===== src/rtl/bcd_display_scanner_if.sv =====
// Load/display bundle between a BCD value source and the multiplexed display scanner.
// Latency: none; this file holds wires only.
// Backpressure: none; the scanner accepts load in every cycle.
interface bcd_display_scanner_if;
    logic        load;
    logic [11:0] bcd_in;
    logic [3:0]  digit;
    logic [1:0]  digit_place;
    logic [2:0]  digit_en;
    logic        blank;
    logic        bcd_error;
    logic        frame_tick;

    // Value source side: presents a value and a load strobe, and observes the display drive.
    modport master (
        output load, bcd_in,
        input  digit, digit_place, digit_en, blank, bcd_error, frame_tick
    );

    // Scanner side.
    modport slave (
        input  load, bcd_in,
        output digit, digit_place, digit_en, blank, bcd_error, frame_tick
    );
endinterface


===== src/rtl/bcd_display_scanner.sv =====
// Time-multiplexes a 3-digit BCD value onto a common-drive display, with leading-zero blanking.
// Latency: outputs are decoded combinationally from registered state; a load is committed at the next frame end.
// Backpressure: none; load is always accepted and the last load before a frame end wins.
// Optional macro BCD_SCAN_BRIGHTNESS_PWM_EN adds a brightness[3:0] input that trims the on-time of each dwell.
module bcd_display_scanner #(
    parameter int SCAN_DIV = 1024,
    parameter int GUARD    = 16
) (
    input  logic clock,
    input  logic reset_n,
`ifdef BCD_SCAN_BRIGHTNESS_PWM_EN
    input  logic [3:0] brightness,
`endif
    bcd_display_scanner_if.slave bus
);
    localparam int CW = $clog2(SCAN_DIV);

    typedef enum logic [1:0] {
        SCAN_ONES     = 2'd0,
        SCAN_TENS     = 2'd1,
        SCAN_HUNDREDS = 2'd2
    } state_t;

    state_t        state;
    state_t        state_nxt;
    logic [CW-1:0] cnt;
    logic [11:0]   active;
    logic [11:0]   shadow;
    logic          pending;
    logic          wrap;
    logic          frame_end;
    logic          suppressed;
    logic          blank_c;
    logic [3:0]    digit_c;
    logic [2:0]    en_c;

    // SCAN_DIV is a power of two, so the last dwell cycle is the all-ones count.
    assign wrap      = &cnt;
    assign frame_end = wrap && (state == SCAN_HUNDREDS);

    // Dwell counter: free-running, wraps every SCAN_DIV cycles.
    always_ff @(posedge clock) begin
        if (!reset_n) begin
            cnt <= '0;
        end else begin
            cnt <= cnt + CW'(1);
        end
    end

    // Place state register.
    always_ff @(posedge clock) begin
        if (!reset_n) begin
            state <= SCAN_ONES;
        end else begin
            state <= state_nxt;
        end
    end

    // Place sequencing: ones -> tens -> hundreds -> ones, advancing only at dwell wrap.
    always_comb begin
        state_nxt = state;
        case (state)
            SCAN_ONES:     if (wrap) state_nxt = SCAN_TENS;
            SCAN_TENS:     if (wrap) state_nxt = SCAN_HUNDREDS;
            SCAN_HUNDREDS: if (wrap) state_nxt = SCAN_ONES;
            default:       state_nxt = SCAN_ONES;
        endcase
    end

    // Shadow/active value registers: the displayed value only changes at a frame boundary,
    // and a load landing exactly on the boundary goes straight to the display.
    always_ff @(posedge clock) begin
        if (!reset_n) begin
            active  <= '0;
            shadow  <= '0;
            pending <= 1'b0;
        end else begin
            if (bus.load) begin
                shadow <= bus.bcd_in;
            end
            if (frame_end) begin
                pending <= 1'b0;
                if (bus.load) begin
                    active <= bus.bcd_in;
                end else if (pending) begin
                    active <= shadow;
                end
            end else if (bus.load) begin
                pending <= 1'b1;
            end
        end
    end

    // Display decode: nibble select, leading-zero suppression, guard/brightness blanking, one-hot enable.
    always_comb begin
        digit_c    = 4'd0;
        suppressed = 1'b0;
        en_c       = 3'b000;
        case (state)
            SCAN_ONES: begin
                digit_c = active[3:0];
            end
            SCAN_TENS: begin
                digit_c    = active[7:4];
                suppressed = (active[11:8] == 4'd0) && (active[7:4] == 4'd0);
            end
            SCAN_HUNDREDS: begin
                digit_c    = active[11:8];
                suppressed = (active[11:8] == 4'd0);
            end
            default: begin
                digit_c    = 4'd0;
                suppressed = 1'b1;
            end
        endcase
        blank_c = (cnt < CW'(GUARD)) || suppressed;
`ifdef BCD_SCAN_BRIGHTNESS_PWM_EN
        if (cnt[CW-1 -: 4] > brightness) begin
            blank_c = 1'b1;
        end
`endif
        if (!blank_c) begin
            case (state)
                SCAN_ONES:     en_c = 3'b001;
                SCAN_TENS:     en_c = 3'b010;
                SCAN_HUNDREDS: en_c = 3'b100;
                default:       en_c = 3'b000;
            endcase
        end
    end

    assign bus.digit       = digit_c;
    assign bus.digit_place = state;
    assign bus.digit_en    = en_c;
    assign bus.blank       = blank_c;
    assign bus.frame_tick  = frame_end;
    assign bus.bcd_error   = (active[11:8] > 4'd9) || (active[7:4] > 4'd9) || (active[3:0] > 4'd9);

endmodule


===== src/flat_wrapper.sv =====
// flat-port wrapper written by rule: the top's interface ports become plain ports
module bcd_display_scanner_flat 
#(
    parameter int SCAN_DIV = 1024,
    parameter int GUARD    = 16
)
  (clock, reset_n, bus_load, bus_bcd_in, bus_digit, bus_digit_place, bus_digit_en, bus_blank, bus_bcd_error, bus_frame_tick);
  bcd_display_scanner_if bus_i ();
  input  logic clock;
  input  logic reset_n;
  input wire logic [$bits(bus_i.load)-1:0] bus_load;
  input wire logic [$bits(bus_i.bcd_in)-1:0] bus_bcd_in;
  output wire logic [$bits(bus_i.digit)-1:0] bus_digit;
  output wire logic [$bits(bus_i.digit_place)-1:0] bus_digit_place;
  output wire logic [$bits(bus_i.digit_en)-1:0] bus_digit_en;
  output wire logic [$bits(bus_i.blank)-1:0] bus_blank;
  output wire logic [$bits(bus_i.bcd_error)-1:0] bus_bcd_error;
  output wire logic [$bits(bus_i.frame_tick)-1:0] bus_frame_tick;
  assign bus_i.load = bus_load;
  assign bus_i.bcd_in = bus_bcd_in;
  assign bus_digit = bus_i.digit;
  assign bus_digit_place = bus_i.digit_place;
  assign bus_digit_en = bus_i.digit_en;
  assign bus_blank = bus_i.blank;
  assign bus_bcd_error = bus_i.bcd_error;
  assign bus_frame_tick = bus_i.frame_tick;
  bcd_display_scanner #(.SCAN_DIV(SCAN_DIV), .GUARD(GUARD)) u_core (.clock(clock), .reset_n(reset_n), .bus(bus_i));
endmodule

===== config.mk =====
export PLATFORM = sky130hd
export DESIGN_NAME = bcd_display_scanner_flat
export DESIGN_NICKNAME = d
export VERILOG_FILES = /design/src/rtl/bcd_display_scanner_if.sv /design/src/rtl/bcd_display_scanner.sv /design/src/flat_wrapper.sv
export SDC_FILE = /design/constraint.sdc
export NUM_CORES = 1
export LEC_CHECK = 0
export BUFFER_PORTS_ARGS = -buffer_cell sky130_fd_sc_hd__buf_2
export CAP_MARGIN = 10
export CORE_MARGIN = 2
export CORE_UTILIZATION = 30
export DETAILED_ROUTE_END_ITERATION = 8
export PLACE_DENSITY = 0.58
export SLEW_MARGIN = 10
export SYNTH_ARGS = -nofsm -noshare
export SYNTH_HDL_FRONTEND = slang
export SYNTH_SLANG_ARGS = --single-unit

===== constraint.sdc =====
create_clock -name clock -period 3.05 [get_ports clock]
set_clock_uncertainty 0.1 [all_clocks]
set_input_delay 0.4575 -clock clock [delete_from_list [all_inputs] [get_ports clock]]
set_output_delay 0.4575 -clock clock [all_outputs]
set_load 0.02 [all_outputs]

==> flow_metrics.tcl <==
set metrics [dict create \
    ant_nets 0 \
    min_from "bus_bcd_in[11]" \
    htree_levels 2 \
    cts-root-buf "clkbuf_8" \
    setup_tns_ps 0 \
    drc_errors 0 \
    hp-class "in2reg" \
    slowest_stage "or4_1" \
    clkTransAtPathRegs_ps 80 \
    synth_compound_area_share_pct 3.86 \
    dp_hpwl_um 2170 \
    tritoncts "done" \
    grt_pass1_vias 1107 \
    rrSetupSlack_ps 1110 \
    synthTopCellsByArea "dfxtp_1 (44%), mux2i_1 (9.5%), mux2_4 (8.9%)" \
    synth_warnings 0 \
    clock_sinks 37 \
    r2r-end "u_core.active[1]" \
    final_core_util_pct 36.2 \
    synth.largest_area_cell "dfxtp_1" \
    rsz0062_at_grt "no" \
    area_growth_pct 17.4 \
    synth_cell_type_count 33 \
    cts_setup_buffers 0 \
    io_buffers 26 \
    grt_pass1_wl_um 5300 \
    pin_count 27 \
    die_w_um 79.0 \
    cp-start-kind "flop" \
    num_rows 27 \
    placed_cell_area_um2 1860 \
    viasPerCell 4.43 \
    antenna_found_initial 0 \
    timing.rr.start "u_core.bus.digit_place[0]" \
    cp.arrival_ps 1800 \
    min_path_cells 3 \
    cts_hold_buffers 0 \
    grt_max_degree 39 \
    end_kind "output pin" \
    pre_cts_ws_ps 1000 \
    final.period_utilization_pct 77.2 \
    worstPathRequired_ps 2490 \
    crit_chain "or4_1 -> nor3_1 -> a31oi_1 -> nand2_1 -> buf_2" \
    clk-insertion-delay-late_ps 280 \
    diodes 0 \
    synthCells 166 \
    final_common_cell "dfxtp_1" \
    max_freq_mhz 425 \
    synth_nets 182 \
    netlist_area_um2 1690 \
    min_to "u_core.shadow[11]" \
    core-area_um2 5470 \
    cts_buffers 5 \
    fillers 571 \
    ir_drop_mv 0.164 \
    synthAdderAreaFrac_pct 0.742 \
    max_slew_margin_pct 62.2 \
    synth_top_family_by_area "simple AND/OR/NAND/NOR gates" \
    finalCriticalPeriod_ps 2350 \
    ctsResizeCount 0 \
    grt_remaining_overflow 0 \
    synth-async-reset-ratio_pct 0 \
    fin_hold_ws_ps 369 \
    yosys.area_share.simple_pct 24.9 \
    final_cells 263 \
    r2r.worst_path.cells 4 \
    dp_cells 255 \
    fin_ws_ps 697 \
    ys_seq_area_share_pct 43.9 \
    tightest_slew_ps 562 \
    status "completed" \
    synth_area_per_cell_um2 10.2 \
    drive_above_1_share_pct 25.7 \
    ys_ff_latch 37 \
    worstSetupPathType "reg2out" \
    synth-xor-area-share_pct 4.15 \
    cp_max_fo 5 \
    first_pass_iters 4 \
    leakagePower_nw 0.879 \
    power-per-cell-area_nw_per_um2 492 \
    finalMaxSlewViolations 0 \
    fp.dieH_um 79.0 \
    nets 206 \
    muxShareOfSynthArea_pct 19.7 \
    wirelength_um 3120 \
    drt_iter0_drc 56 \
    synth_edf_count 0 \
    hold_viol 0 \
    clock_tree.buffer_depth 2 \
    cap_violations 0 \
    final_area_um2 1980 \
    power.total_mw 0.973 \
    slowest_delay_ps 520 \
    wl_per_cell_um 11.9 \
    gp_congestion 0.770 \
    setup_viol 0 \
    synth_top_area_share_pct 43.9 \
    grtUsageTotal_pct 10.9 \
    via_count 1164 \
    start_util_pct 30.8 \
    most-common-layout-cells "dfxtp_1 (37), buf_2 (26), and2_1 (20)" \
    die_area_um2 6240 \
    ys.flop_type "dfxtp_1" \
]
-- metal layers --
layer	GRT usage, %	vias up	share of wire, %	wire length [µm]
met4	4.14	0	1.9	59
li1	-	615	-	-
met2	15.3	25	40	1250
met5	0	-	0	0
met1	15.2	520	53	1650
met3	3.75	4	5.1	158
-- state kept, by name (all words and copies together), names as in the netlist --
register / count
u_core.active: 12
u_core.cnt: 10
u_core.pending: 1
u_core.bus.digit_place: 2
u_core.shadow: 12
-- cells in the mapped netlist, types with 2 or more instances --
master and n:
xnor2_1 4, nor3b_1 3, mux2i_1 16, nor3_1 4
o21ai_0 9, clkbuf_1 6, nand2_1 11, dfxtp_1 37
mux2_4 10, nor2b_1 13, nand3_1 6, mux2_2 2
and2_1 20, nor4_1 3, xor2_1 4
-- how the worst max path moves through the flow --
stage	startpoint	end	slack, ps	cells past startpoint
finish	u_core.cnt[7]	bus_blank	700	5
global placement	u_core.cnt[7]	bus_blank	1020	5
floorplan	u_core.bus.digit_place[0]	bus_digit[0]	1060	3
CTS	u_core.cnt[7]	bus_blank	680	5
global route	u_core.cnt[7]	bus_blank	550	5
detailed placement	u_core.cnt[7]	bus_blank	1000	5
-- worst max-delay path: cells and delay by family, from the launching register on --
kind	cells	cell delay [ps]
AO/OA/AOI/OAI	1	70
buffers and inverters	1	150
flip-flops	1	350
AND/OR/NAND/NOR	3	940
-- area by class of cell --
class / instances / area (µm²) / share of cell area [%]
clock buffers: 5 / 68.8 / 3.48
clock inverters: 3 / 46.3 / 2.34
inverters: 1 / 3.75 / 0.190
multi-input cells: 119 / 900 / 45.4
flip-flops and latches: 37 / 741 / 37.4
well taps: 72 / 90.1 / 4.55
repair buffers: 26 / 130 / 6.57
-- kinds of logic (layout without fill, tap and decap cells) --
logic type                 Yosys count  count (layout)
buffers and inverters               10              35
DFF                                 37              37
adders and majority gates            1               1
muxes                               28              28
AOI/OAI and AO/OA                   12              12
and+or+nand+nor                     70              70
xor gates and xnor gates             8               8
-- where the power goes --
part	internal [mW]	total, mW	switching, mW
Combinational	0.0226	0.0451	0.0225
Sequential	0.496	0.502	0.00555
Clock	0.245	0.426	0.182
Note: power is estimated with default switching activity, not from simulation.
